### config.mk
export PLATFORM = sky130hd
export DESIGN_NAME = fp16_align_unit
export DESIGN_NICKNAME = d
export VERILOG_FILES = /design/src/rtl/fp16_pkg.sv /design/src/rtl/fp16_unpack.sv /design/src/rtl/fp16_align_unit.sv
export SDC_FILE = /design/constraint.sdc
export NUM_CORES = 1
export LEC_CHECK = 0
export CORE_ASPECT_RATIO = 1.2
export CORE_MARGIN = 3
export CORE_UTILIZATION = 56
export DETAILED_ROUTE_END_ITERATION = 16
export HOLD_SLACK_MARGIN = 0.05
export PLACE_DENSITY = 0.91
export SYNTH_ARGS = -nofsm -noshare
export SYNTH_HDL_FRONTEND = slang
export SYNTH_SLANG_ARGS = --single-unit
export TNS_END_PERCENT = 20
### constraint.sdc
create_clock -name clk -period 8.5 [get_ports clk]
set_clock_uncertainty 0.15 [all_clocks]
set_input_delay 1.7 -clock clk [delete_from_list [all_inputs] [get_ports clk]]
set_output_delay 1.7 -clock clk [all_outputs]
set_load 0.1 [all_outputs]
### src/rtl/fp16_pkg.sv
// Shared types and constants for the binary16 operand-alignment datapath.
package fp16_pkg;

    localparam int EXP_W     = 5;
    localparam int FRAC_W    = 10;
    localparam int GRS_W     = 3;
    localparam int MAX_SHIFT = FRAC_W + 1 + GRS_W;
    localparam int MAN_W     = FRAC_W + 1;
    localparam int SMAN_W    = MAN_W + GRS_W;

    localparam logic [EXP_W-1:0] EXP_MAX = 5'h1F;

    typedef enum logic [1:0] {
        IDLE,
        COMPARE,
        SHIFT,
        DONE
    } state_t;

    typedef struct packed {
        logic              sign;
        logic [EXP_W-1:0]  exp;
        logic [FRAC_W-1:0] frac;
    } fp16_fields_t;

endpackage

### src/rtl/fp16_unpack.sv
// Combinational binary16 field split: effective exponent, significand and
// zero / inf-nan classification.
module fp16_unpack
    import fp16_pkg::*;
(
    input  logic [15:0]      word,
    output logic             sign,
    output logic [EXP_W-1:0] eff_exp,
    output logic [MAN_W-1:0] man,
    output logic             is_zero,
    output logic             is_special
);

    fp16_fields_t f;
    logic         hidden;

    always_comb begin
        f          = word;
        hidden     = (f.exp != '0);
        sign       = f.sign;
        // Subnormals share the exponent of the smallest normal.
        eff_exp    = hidden ? f.exp : EXP_W'(1);
        man        = {hidden, f.frac};
        is_zero    = (f.exp == '0) && (f.frac == '0);
        is_special = (f.exp == EXP_MAX);
    end

endmodule

### src/rtl/fp16_align_unit.sv
// Multicycle binary16 operand alignment: order by magnitude, then shift the
// smaller significand right one bit per cycle with guard/round/sticky.
module fp16_align_unit
    import fp16_pkg::*;
(
    input  logic              clk,
    input  logic              reset,
    input  logic              start,
    input  logic [15:0]       a,
    input  logic [15:0]       b,
    output logic              busy,
    output logic              done,
    output logic              big_sign,
    output logic [EXP_W-1:0]  big_exp,
    output logic [MAN_W-1:0]  big_man,
    output logic [SMAN_W-1:0] small_man,
    output logic              eff_sub,
    output logic              swapped,
    output logic [1:0]        special
);

    state_t             state_q, state_d;
    logic [15:0]        a_q, a_d;
    logic [15:0]        b_q, b_d;
    logic               big_sign_q, big_sign_d;
    logic [EXP_W-1:0]   big_exp_q, big_exp_d;
    logic [MAN_W-1:0]   big_man_q, big_man_d;
    logic [SMAN_W-1:0]  small_man_q, small_man_d;
    logic               eff_sub_q, eff_sub_d;
    logic               swapped_q, swapped_d;
    logic [1:0]         special_q, special_d;
    logic [EXP_W-1:0]   cnt_q, cnt_d;
    logic               done_q, done_d;

    logic               sign_a, sign_b;
    logic [EXP_W-1:0]   exp_a, exp_b;
    logic [MAN_W-1:0]   man_a, man_b;
    logic               zero_a, zero_b;
    logic               spec_a, spec_b;

    logic               b_wins;
    logic [EXP_W-1:0]   exp_s;
    logic [MAN_W-1:0]   man_s;
    logic [EXP_W-1:0]   diff;
    logic [EXP_W-1:0]   cnt_init;

    fp16_unpack u_unpack_a (
        .word       (a_q),
        .sign       (sign_a),
        .eff_exp    (exp_a),
        .man        (man_a),
        .is_zero    (zero_a),
        .is_special (spec_a)
    );

    fp16_unpack u_unpack_b (
        .word       (b_q),
        .sign       (sign_b),
        .eff_exp    (exp_b),
        .man        (man_b),
        .is_zero    (zero_b),
        .is_special (spec_b)
    );

    always_comb begin
        // A keeps the big slot on equal magnitude.
        b_wins   = (b_q[14:0] > a_q[14:0]);
        exp_s    = b_wins ? exp_a : exp_b;
        man_s    = b_wins ? man_a : man_b;
        diff     = (b_wins ? exp_b : exp_a) - exp_s;
        cnt_init = (diff > EXP_W'(MAX_SHIFT)) ? EXP_W'(MAX_SHIFT) : diff;
    end

    always_comb begin
        state_d     = state_q;
        a_d         = a_q;
        b_d         = b_q;
        big_sign_d  = big_sign_q;
        big_exp_d   = big_exp_q;
        big_man_d   = big_man_q;
        small_man_d = small_man_q;
        eff_sub_d   = eff_sub_q;
        swapped_d   = swapped_q;
        special_d   = special_q;
        cnt_d       = cnt_q;
        done_d      = (state_q == DONE);

        unique case (state_q)
            IDLE: begin
                // The done pulse cycle still counts as busy.
                if (start && !done_q) begin
                    a_d     = a;
                    b_d     = b;
                    state_d = COMPARE;
                end
            end
            COMPARE: begin
                big_sign_d  = b_wins ? sign_b : sign_a;
                big_exp_d   = b_wins ? exp_b : exp_a;
                big_man_d   = b_wins ? man_b : man_a;
                small_man_d = {man_s, GRS_W'(0)};
                eff_sub_d   = a_q[15] ^ b_q[15];
                swapped_d   = b_wins;
                special_d   = {spec_a | spec_b, zero_a | zero_b};
                cnt_d       = cnt_init;
                state_d     = (cnt_init == '0) ? DONE : SHIFT;
            end
            SHIFT: begin
                small_man_d = {1'b0, small_man_q[SMAN_W-1:2],
                               small_man_q[1] | small_man_q[0]};
                cnt_d       = cnt_q - EXP_W'(1);
                if (cnt_q == EXP_W'(1)) begin
                    state_d = DONE;
                end
            end
            DONE: begin
                state_d = IDLE;
            end
            default: begin
                state_d = IDLE;
            end
        endcase
    end

    always_ff @(posedge clk) begin
        if (!reset) begin
            state_q     <= IDLE;
            a_q         <= '0;
            b_q         <= '0;
            big_sign_q  <= 1'b0;
            big_exp_q   <= '0;
            big_man_q   <= '0;
            small_man_q <= '0;
            eff_sub_q   <= 1'b0;
            swapped_q   <= 1'b0;
            special_q   <= '0;
            cnt_q       <= '0;
            done_q      <= 1'b0;
        end else begin
            state_q     <= state_d;
            a_q         <= a_d;
            b_q         <= b_d;
            big_sign_q  <= big_sign_d;
            big_exp_q   <= big_exp_d;
            big_man_q   <= big_man_d;
            small_man_q <= small_man_d;
            eff_sub_q   <= eff_sub_d;
            swapped_q   <= swapped_d;
            special_q   <= special_d;
            cnt_q       <= cnt_d;
            done_q      <= done_d;
        end
    end

    assign busy      = (state_q != IDLE) || done_q;
    assign done      = done_q;
    assign big_sign  = big_sign_q;
    assign big_exp   = big_exp_q;
    assign big_man   = big_man_q;
    assign small_man = small_man_q;
    assign eff_sub   = eff_sub_q;
    assign swapped   = swapped_q;
    assign special   = special_q;

endmodule

Yosys cells after proc, flatten, opt, wreduce, memory -nomap -nowiden --
Cells that the tools add are included.
Cells by class: $lt $le $gt $ge 2, reductions and logical operators 17, add/subtract/negate cells 2, equal/unequal tests 8, bitwise logic cells 4, muxes and demuxes 14
Operators with widths (number):
- one-hot mux 14 bit (2 select lines) | 1
- two-way mux 5 bit | 5
- two-way mux 11 bit | 2
- logical NOT 10 bit | 2
- greater-than comparator 15 bit | 1
- logical NOT 5 bit | 3
- == test 5 bit (second input constant) | 2
- one-hot mux 5 bit (2 select lines) | 1
- nonzero test 5 bit | 2
- one-hot mux 2 bit (4 select lines) | 1
- == test 5 x 1 -> 1 bit (second input constant) | 1
- greater-than comparator 5 x 4 -> 1 bit (second input constant) | 1
- subtractor 5 x 1 -> 5 bit (second input constant) | 1
- subtractor 5 bit | 1
- == test 2 bit (second input constant) | 2
- two-way mux 2 bit | 2
- inequality test 2 bit (second input constant) | 2
- AND reduction 2 bit | 2
- nonzero test 2 bit | 2
- logical AND 1 bit | 3
- bitwise OR 1 bit | 3
- == test 2 x 1 -> 1 bit (second input constant) | 1
- logical NOT 2 bit | 1
- two-way mux 1 bit | 2
- other kinds (3) | 3
Word-level totals: output and inout bits 37, bits in registers 75, word-level logic and storage cells 59

Longest topological paths before layout --
Gate-level depths: netlist (run 1).
depth in word-level cells 9, depth in mapped cells 18, depth with buffers taken out 16

By module --
From an unflattened synthesis (run 1), not the netlist that was laid out.
Second synthesis, totals: cells, all modules 531, area, all modules 4381.7 um^2
Modules (own cells, without submodules):
- fp16_align_unit | area an instance 4026.4 um^2, cells an instance 479, times used 1, seq. area each 1501.4 um^2
- fp16_unpack | area an instance 177.7 um^2, cells an instance 26, times used 2, seq. area each 0.0 um^2

Worst setup path before layout (run 1) --
No wires, ideal clock.
path kind reg-to-output, from register done_q (netlist: done), to output busy, required time 6.650 ns, setup slack 4.816 ns, arrival 1.834 ns, cell stages (with the launch flop) 2, cells stage by stage dfxtp_1 nand2b_1
Between the ends: word-level cells in the longest chain between the ends 1
RTL lines:
- start, declared | line fp16_align_unit.sv:33 | logic done_q, done_d;
- start signal, assigned | line fp16_align_unit.sv:151 | done_q <= done_d;
- logical OR 1 bit | line fp16_align_unit.sv:155 | assign busy = (state_q != IDLE) || done_q;
- end, declared | line fp16_align_unit.sv:11 | output logic busy,
Every way passes these cells.

Worst setup path in the final report (run 1) --
from register state_q[0], to output busy
Between the ends: word-level cells in the longest chain between the ends 2
RTL lines:
- start, declared | line fp16_align_unit.sv:22 | state_t state_q, state_d;
- start signal, assigned | line fp16_align_unit.sv:140 | state_q <= state_d;
- nonzero test 2 bit | line fp16_align_unit.sv:155
- logical OR 1 bit | line fp16_align_unit.sv:155
Every way passes these cells.

==> results of run 1 <==
==> critical path, stage by stage (launching register included) <==
cell and delay [ps]:
dfxtp_1 410, inv_1 100, ha_1 230, nand2b_1 140, clkdlybuf4s50_1 1170
==> synthesized netlist by cell type (2+ instances only) <==
cell	instances
o31ai_1	2
mux2_4	2
and3_1	11
ha_1	25
inv_1	29
o21ai_0	26
a21o_1	2
a31oi_1	3
mux2i_1	27
o21ba_1	2
a21oi_1	73
or2_2	2
clkbuf_1	22
and2_1	2
nor3_1	3
nand2_1	80
nand3_1	8
xnor2_1	4
buf_6	3
dfxtp_1	75
nor4_1	6
nor2_1	14
nand4_1	3
or4_1	2
nand2b_1	3
nand3b_1	3
a221oi_1	3
o22ai_1	12
a211oi_1	4
==> area by class of cell <==
cell class	count	area share (%)
clock inverter	5	1.11
clock buffer	11	2.98
inverter	30	2.37
sequential	75	31.6
tap	85	2.24
timing repair buffer	73	15.3
multi-input combinational	337	44.4
==> through the flow <==
step,instances,power [mW]
floorplan,470,1.58
finish,616,2.11
global placement,600,1.78
detailed placement,600,1.82
global route,616,2.23
CTS,616,2.10
==> metal layers <==
layer,vias to the layer above,wire length [um]
li1,1763,-
met2,140,4690
met4,0,131
met5,-,0
met1,1690,4190
met3,17,635
==> cells by family after synthesis <==
kind of cell	count (synthesis)
buf+inv	58
compound gates	134
xor+xnor	4
fa+ha+maj	26
mux	30
flops	75
simple gates	143
==> power breakdown <==
part | switching, mW | internal [mW]
clock | 0.130 | 0.142
sequential | 0.0823 | 0.441
combinational | 0.888 | 0.427
total | 1.10 | 1.01
==> worst min path at each step <==
stage / cells after the start / slack [ps] / end
after global placement: 2 / 310 / big_exp[0]
final: 2 / 320 / big_exp[0]
after floorplan: 2 / 300 / a_q[10]
after CTS: 2 / 330 / big_exp[0]
after detailed placement: 2 / 320 / big_exp[0]
after global routing: 2 / 350 / big_exp[0]
==> flip-flops by register name, indices dropped and copies added (netlist names) <==
name       flops
a_q           16
big_man       11
state_q        2
eff_sub        1
swapped        1
b_q           16
big_sign       1
big_exp        5
special        2
done           1
small_man     14
cnt_q          5
==> impl_results.md, run 1 <==
* Status: finished, final reports clean
* Largest family of logic cells by synthesized area: compound AO/OA/AOI/OAI gates
* Setup TNS at 0 ps
* Die Ht at 96.9 um
* Period minus WS final at 4260 ps
* Reg-to-reg setup timing slack at 4360 ps
* Routed len/inst at 15.7 um
* Post-synth ARST share at 0%
* R2R cell count at 14
* Worst slew pin tran at 1150 ps
* Met1 GRT Util at between 30% and 40%
* Most frequent cells in the layout: nand2_1, dfxtp_1, a21oi_1, clkdlybuf4s50_1, inv_1
* RD Place Congestion at 0.907
* Post-cts resize count at 0
* Worst EP required at 6650 ps
* Synth top area share at 38.9%
* PD cells at 444 nW/um2
* Synth Area per Inst at 8.20 um2
* Adder-cell share of the synthesized area at 8.63%
* Clk sinks at 75
* Final Cell Area at 4750 um2
* Setup crit start: state_q[0]
* Layout area overhead at 23.2%
* Drt first-iter violations at roughly 240
* Synth Warn # at 0
* Period utilisation layout at 50.1%
* Storage cell area at 1500 um2
* Compound-Gate Fraction of Synth Area at 19.7%
* Clock insertion delay at the later pin of the skew report at 360 ps
* RSZ-0062 raised after global routing: false
* Crit Path Class: flip-flop to output port
* Met2 Track Usage GR at 40.8%
* Worst hold start: big_exp[0]
* CP endpoint kind: output port
* Post-DP HPWL at between 6000 and 7000 um
* Initial antenna violation count at 0
* Initial Utilization at 58.7%
* Global-route wire length before repair at 15700 um
* Placed inst area at 4560 um2
* Largest net degree at the start of global routing at 55
* DRC at 0
* CTS Hold Bufs at 0
* Filler cells at between 500 and 600
* Synthesized instance count at 470
* H-tree depth at 3
* Multi-input gate area at 2110 um2
* DRT antenna net count at 0
* Reg-to-reg endpoint: state_q[0]
* Final setup margin at 4240 ps
* LEAKAGE at ~1.9 nW
* Total wire length at 9640 um
* # setup viols final at 0
* Synth unique cells at 48
* DIE WIDTH at 81.8 um
* Max Transition Viols Final at 0
* Port Buffer Count at 71
* #FFs+latches synth at 75
* Post-CTS Setup Bufs at 0
* Total CTS buffers at 9
* 1st-pass router iterations at 5
* Reg2reg start: a_q[14]
* Most common cell after layout, fill and taps aside: nand2_1
* CTS root buf: clkbuf_8
* Simple-gate share of the synthesized area at between 15 and 20%
* Count of max-cap constraint violations at 0
* Clk slew on worst S/H paths at 80 ps
* ANT cells at 0
* I/O pin cnt at slightly above 70
* Crit-path max FO at 5
* CP Data Arrival Time at 2410 ps
* Share of cells above drive strength 1 at 4.71%
* Max Buffers Root-to-Sink at 2
* Pre-CTS WS at approximately 4400 ps
* Predominant post-synthesis flop cell: dfxtp_1
* GR Layer Usage met3 at 5.21%
* Gr busiest metal: met2
* Global route overflow at 0
* Die area at 7920 um2
* Worst hold slack at 323 ps
* Gr usage total at 25.1%
* Cell taking the most area after synthesis: dfxtp_1
* Core box area at 6570 um2
* Post-synth EDFFs at 0
* # nets final at 587
* Fin util at 72.4%
* Avg Vias per Cell at 5.86
* Mapped Area at between 3000 and 4000 um2
* Synth Net Count at 531
* Final hold violation count at 0
* Critical path capture point: busy
* Synth area leaders: dfxtp_1, a21oi_1, ha_1
* Mux share of post-synthesis cell area at 8.08%
* Crit start category: flip-flop
* Max frequency at 0.235 GHz
* XOR/XNOR Fraction of Synth Area at 0.909%
* # rows at 32
* CTS tree: built
* Max IR drop VDD at 0.329 mV
* Register area share after synthesis at 38.9%
* Vias at 3610
* Vias in the first global route at approximately 3400
* Worst min path class: flip-flop to flip-flop
* Slew headroom at 23.1%
No activity file was read; power rests on OpenSTA's default activity.
==> run 2, diff against run 1 <==
--- a/config.mk
+++ b/config.mk
@@ -7,10 +7,10 @@
 export LEC_CHECK = 0
 export CORE_ASPECT_RATIO = 1.2
 export CORE_MARGIN = 3
-export CORE_UTILIZATION = 56
+export CORE_UTILIZATION = 52
 export DETAILED_ROUTE_END_ITERATION = 16
 export HOLD_SLACK_MARGIN = 0.05
-export PLACE_DENSITY = 0.91
+export PLACE_DENSITY = 0.86
 export SYNTH_ARGS = -nofsm -noshare
 export SYNTH_HDL_FRONTEND = slang
 export SYNTH_SLANG_ARGS = --single-unit
==> constraint.sdc (replaced) <==
create_clock -name clk -period 4.21 [get_ports clk]
set_clock_uncertainty 0.15 [all_clocks]
set_input_delay 0.842 -clock clk [delete_from_list [all_inputs] [get_ports clk]]
set_output_delay 0.842 -clock clk [all_outputs]
set_load 0.1 [all_outputs]
==> run 2 against run 1 <==
- first-iteration DRC count is 4.1% higher
- clock-buffer cell count did not move
- clock power up 99%
- register-to-register slack lost 4000 ps
- critical endpoint is now state_q[0]
- hold slack better by 7.8 ps
- combinational power rose by 98%
- worst setup slack got worse by 3900 ps
- non-clock buffer count rose by 2
- sequential share of layout area shrank 0.099 points
- critical path depth increased by 9
- sequential cell count unchanged
- power rose by 100%
==> impl_results.md, run 2 (synthesized netlist as in run 1, its figures left out) <==
* Status: finished, final reports clean
* Core box area at 7020 um2 (+6.9%)
* Share of cells above drive strength 1 at 5.25% (+0.55 points)
* CP Data Arrival Time at 4010 ps (+1600 ps)
* # nets final at 589 (+0.34%)
* Clk sinks at 75 (unchanged)
* Vias in the first global route at 3225 (-5.5%)
* Crit-path max FO at 14 (+9)
* Post-cts resize count at 0 (unchanged)
* Post-CTS Setup Bufs at 0 (unchanged)
* DRT antenna net count at 0 (unchanged)
* CTS tree: built
* Die area at 8490 um2 (+7.2%)
* Clock insertion delay at the later pin of the skew report at 350 ps (about the same)
* Total wire length at 9190 um (-4.7%)
* I/O pin cnt at 72 (unchanged)
* RSZ-0062 raised after global routing: false
* Filler cells at 600 (+15%)
* Slew headroom at 34.9% (+12 points)
* Min-Delay Path Depth at 2 (unchanged)
* Total CTS buffers at 9 (unchanged)
* Layout area overhead at 23.6%
* DRC at 0 (unchanged)
* Worst EP required at 4340 ps (-2310 ps)
* Max Transition Viols Final at 0 (unchanged)
* Final hold violation count at 0 (unchanged)
* ANT cells at 0 (unchanged)
* RD Place Congestion at 0.873 (-3.7%)
* CTS Hold Bufs at 0 (unchanged)
* Initial Utilization at 54.9% (-3.8 points)
* Most frequent cells in the layout: nand2_1, dfxtp_1, a21oi_1, clkdlybuf4s50_1, inv_1
* H-tree depth at 3 (unchanged)
* Avg Vias per Cell at 5.68 (-3.0%)
* Worst slew pin tran at 974 ps (-179 ps)
* Post-DP HPWL at 6720 um (-1.3%)
* R2R cell count at 13 (-1)
* Global-route wire length before repair at 15100 um (-4.0%)
* Count of max-cap constraint violations at 0 (unchanged)
* 1st-pass router iterations at 5 (unchanged)
* Vias at 3523 (-2.4%)
* Clk slew on worst S/H paths at 80 ps (about the same)
* DIE WIDTH at 84.6 um (+3.5%)
* # rows at 33 (+3.1%)
* Routed len/inst at 14.8 um (-5.3%)
* Die Ht at 100 um (+3.5%)
* Setup TNS at 0 ps (unchanged)
* Initial antenna violation count at 0 (unchanged)
* Crit start category: flip-flop
* Largest net degree at the start of global routing at 55 (unchanged)
* LEAKAGE at 1.87 nW (+0.60%)
* Drt first-iter violations at 252 (+4.1%)
* CTS root buf: clkbuf_8
* Total power at 4.22 mW (+100%)
* Max Buffers Root-to-Sink at 2 (unchanged)
* Reg-to-reg setup timing slack at 330 ps (-4030 ps)
* Global route overflow at 0 (unchanged)
* Crit Path Class: flip-flop to flip-flop
* Period utilisation layout at 92.1%
* # setup viols final at 0 (unchanged)
* Max frequency at 0.258 GHz
* PD cells at 884 nW/um2 (+99%)
* Gr usage total at 21.9% (-3.2 points)
* Max IR drop VDD at 0.545 mV (+66%)
* CP endpoint kind: flip-flop
* Worst min path class: flip-flop to flip-flop
* Period minus WS final at slightly below 4000 ps
* Most common cell after layout, fill and taps aside: nand2_1
* Port Buffer Count at 71 (unchanged)
-- run 2: cell count changes in the layout (fill, tap and decap cells not counted) --
cell	previous run	this run
buf_4	2	5
clkdlybuf4s50_1	71	70
-- run 2: path summary, 6_finish.rpt --
kind | startpoint | end
min reg2reg | big_exp[0] | big_exp[0]
max reg2reg | a_q[14] | state_q[0]
max | a_q[14] | state_q[0]
min | big_exp[0] | big_exp[0]
-- run 2: through the flow --
step	util (%)	cells	instance area, um2	hold WS, ps	setup slack (ps)
2_1_floorplan	-	470	3860	300	735
3_3_place_gp	65.2	604	4570	308	498
3_5_place_dp	65.2	604	4570	323	344
4_1_cts	67.9	620	4770	333	330
5_1_grt	67.9	620	4770	353	13.0
6_report	67.9	620	4770	330	332
-- run 2: power breakdown --
group	internal [mW]	switching, mW
sequential	0.890	0.163
combinational	0.859	1.76
clock	0.287	0.256
-- run 2: critical path, stage by stage (launching register included) --
cell and delay (ps):
dfxtp_1 390, inv_1 70, ha_1 400, nand4_1 140, nor3_2 210, o31ai_1 150, a21boi_4 430, mux2_4 350
ha_1 350, o21a_1 190, or3_1 300, a21oi_1 180, or3b_1 360, a21oi_1 140
-- run 2: area by class of cell --
| type | instances | area (um2) | share of cell area, % |
|---|---|---|---|
| repair buffers | 75 | 738 | 15.5 |
| well taps | 87 | 109 | 2.28 |
| flip-flops and latches | 75 | 1500 | 31.5 |
| clock inverters | 5 | 52.6 | 1.10 |
| multi-input cells | 337 | 2110 | 44.3 |
| inverters | 30 | 113 | 2.36 |
| clock buffers | 11 | 141 | 2.97 |
-- run 2: layer usage --
metal  up-vias  track usage, %  part of all wire (%)  wire (um)
li1       1767               -                     -          -
met1      1627            28.9                    44       4060
met2       113            35.3                    48       4420
met3        16            4.27                   5.6        516
met4         0            8.89                   2.1        196
met5         -               0                     0          0
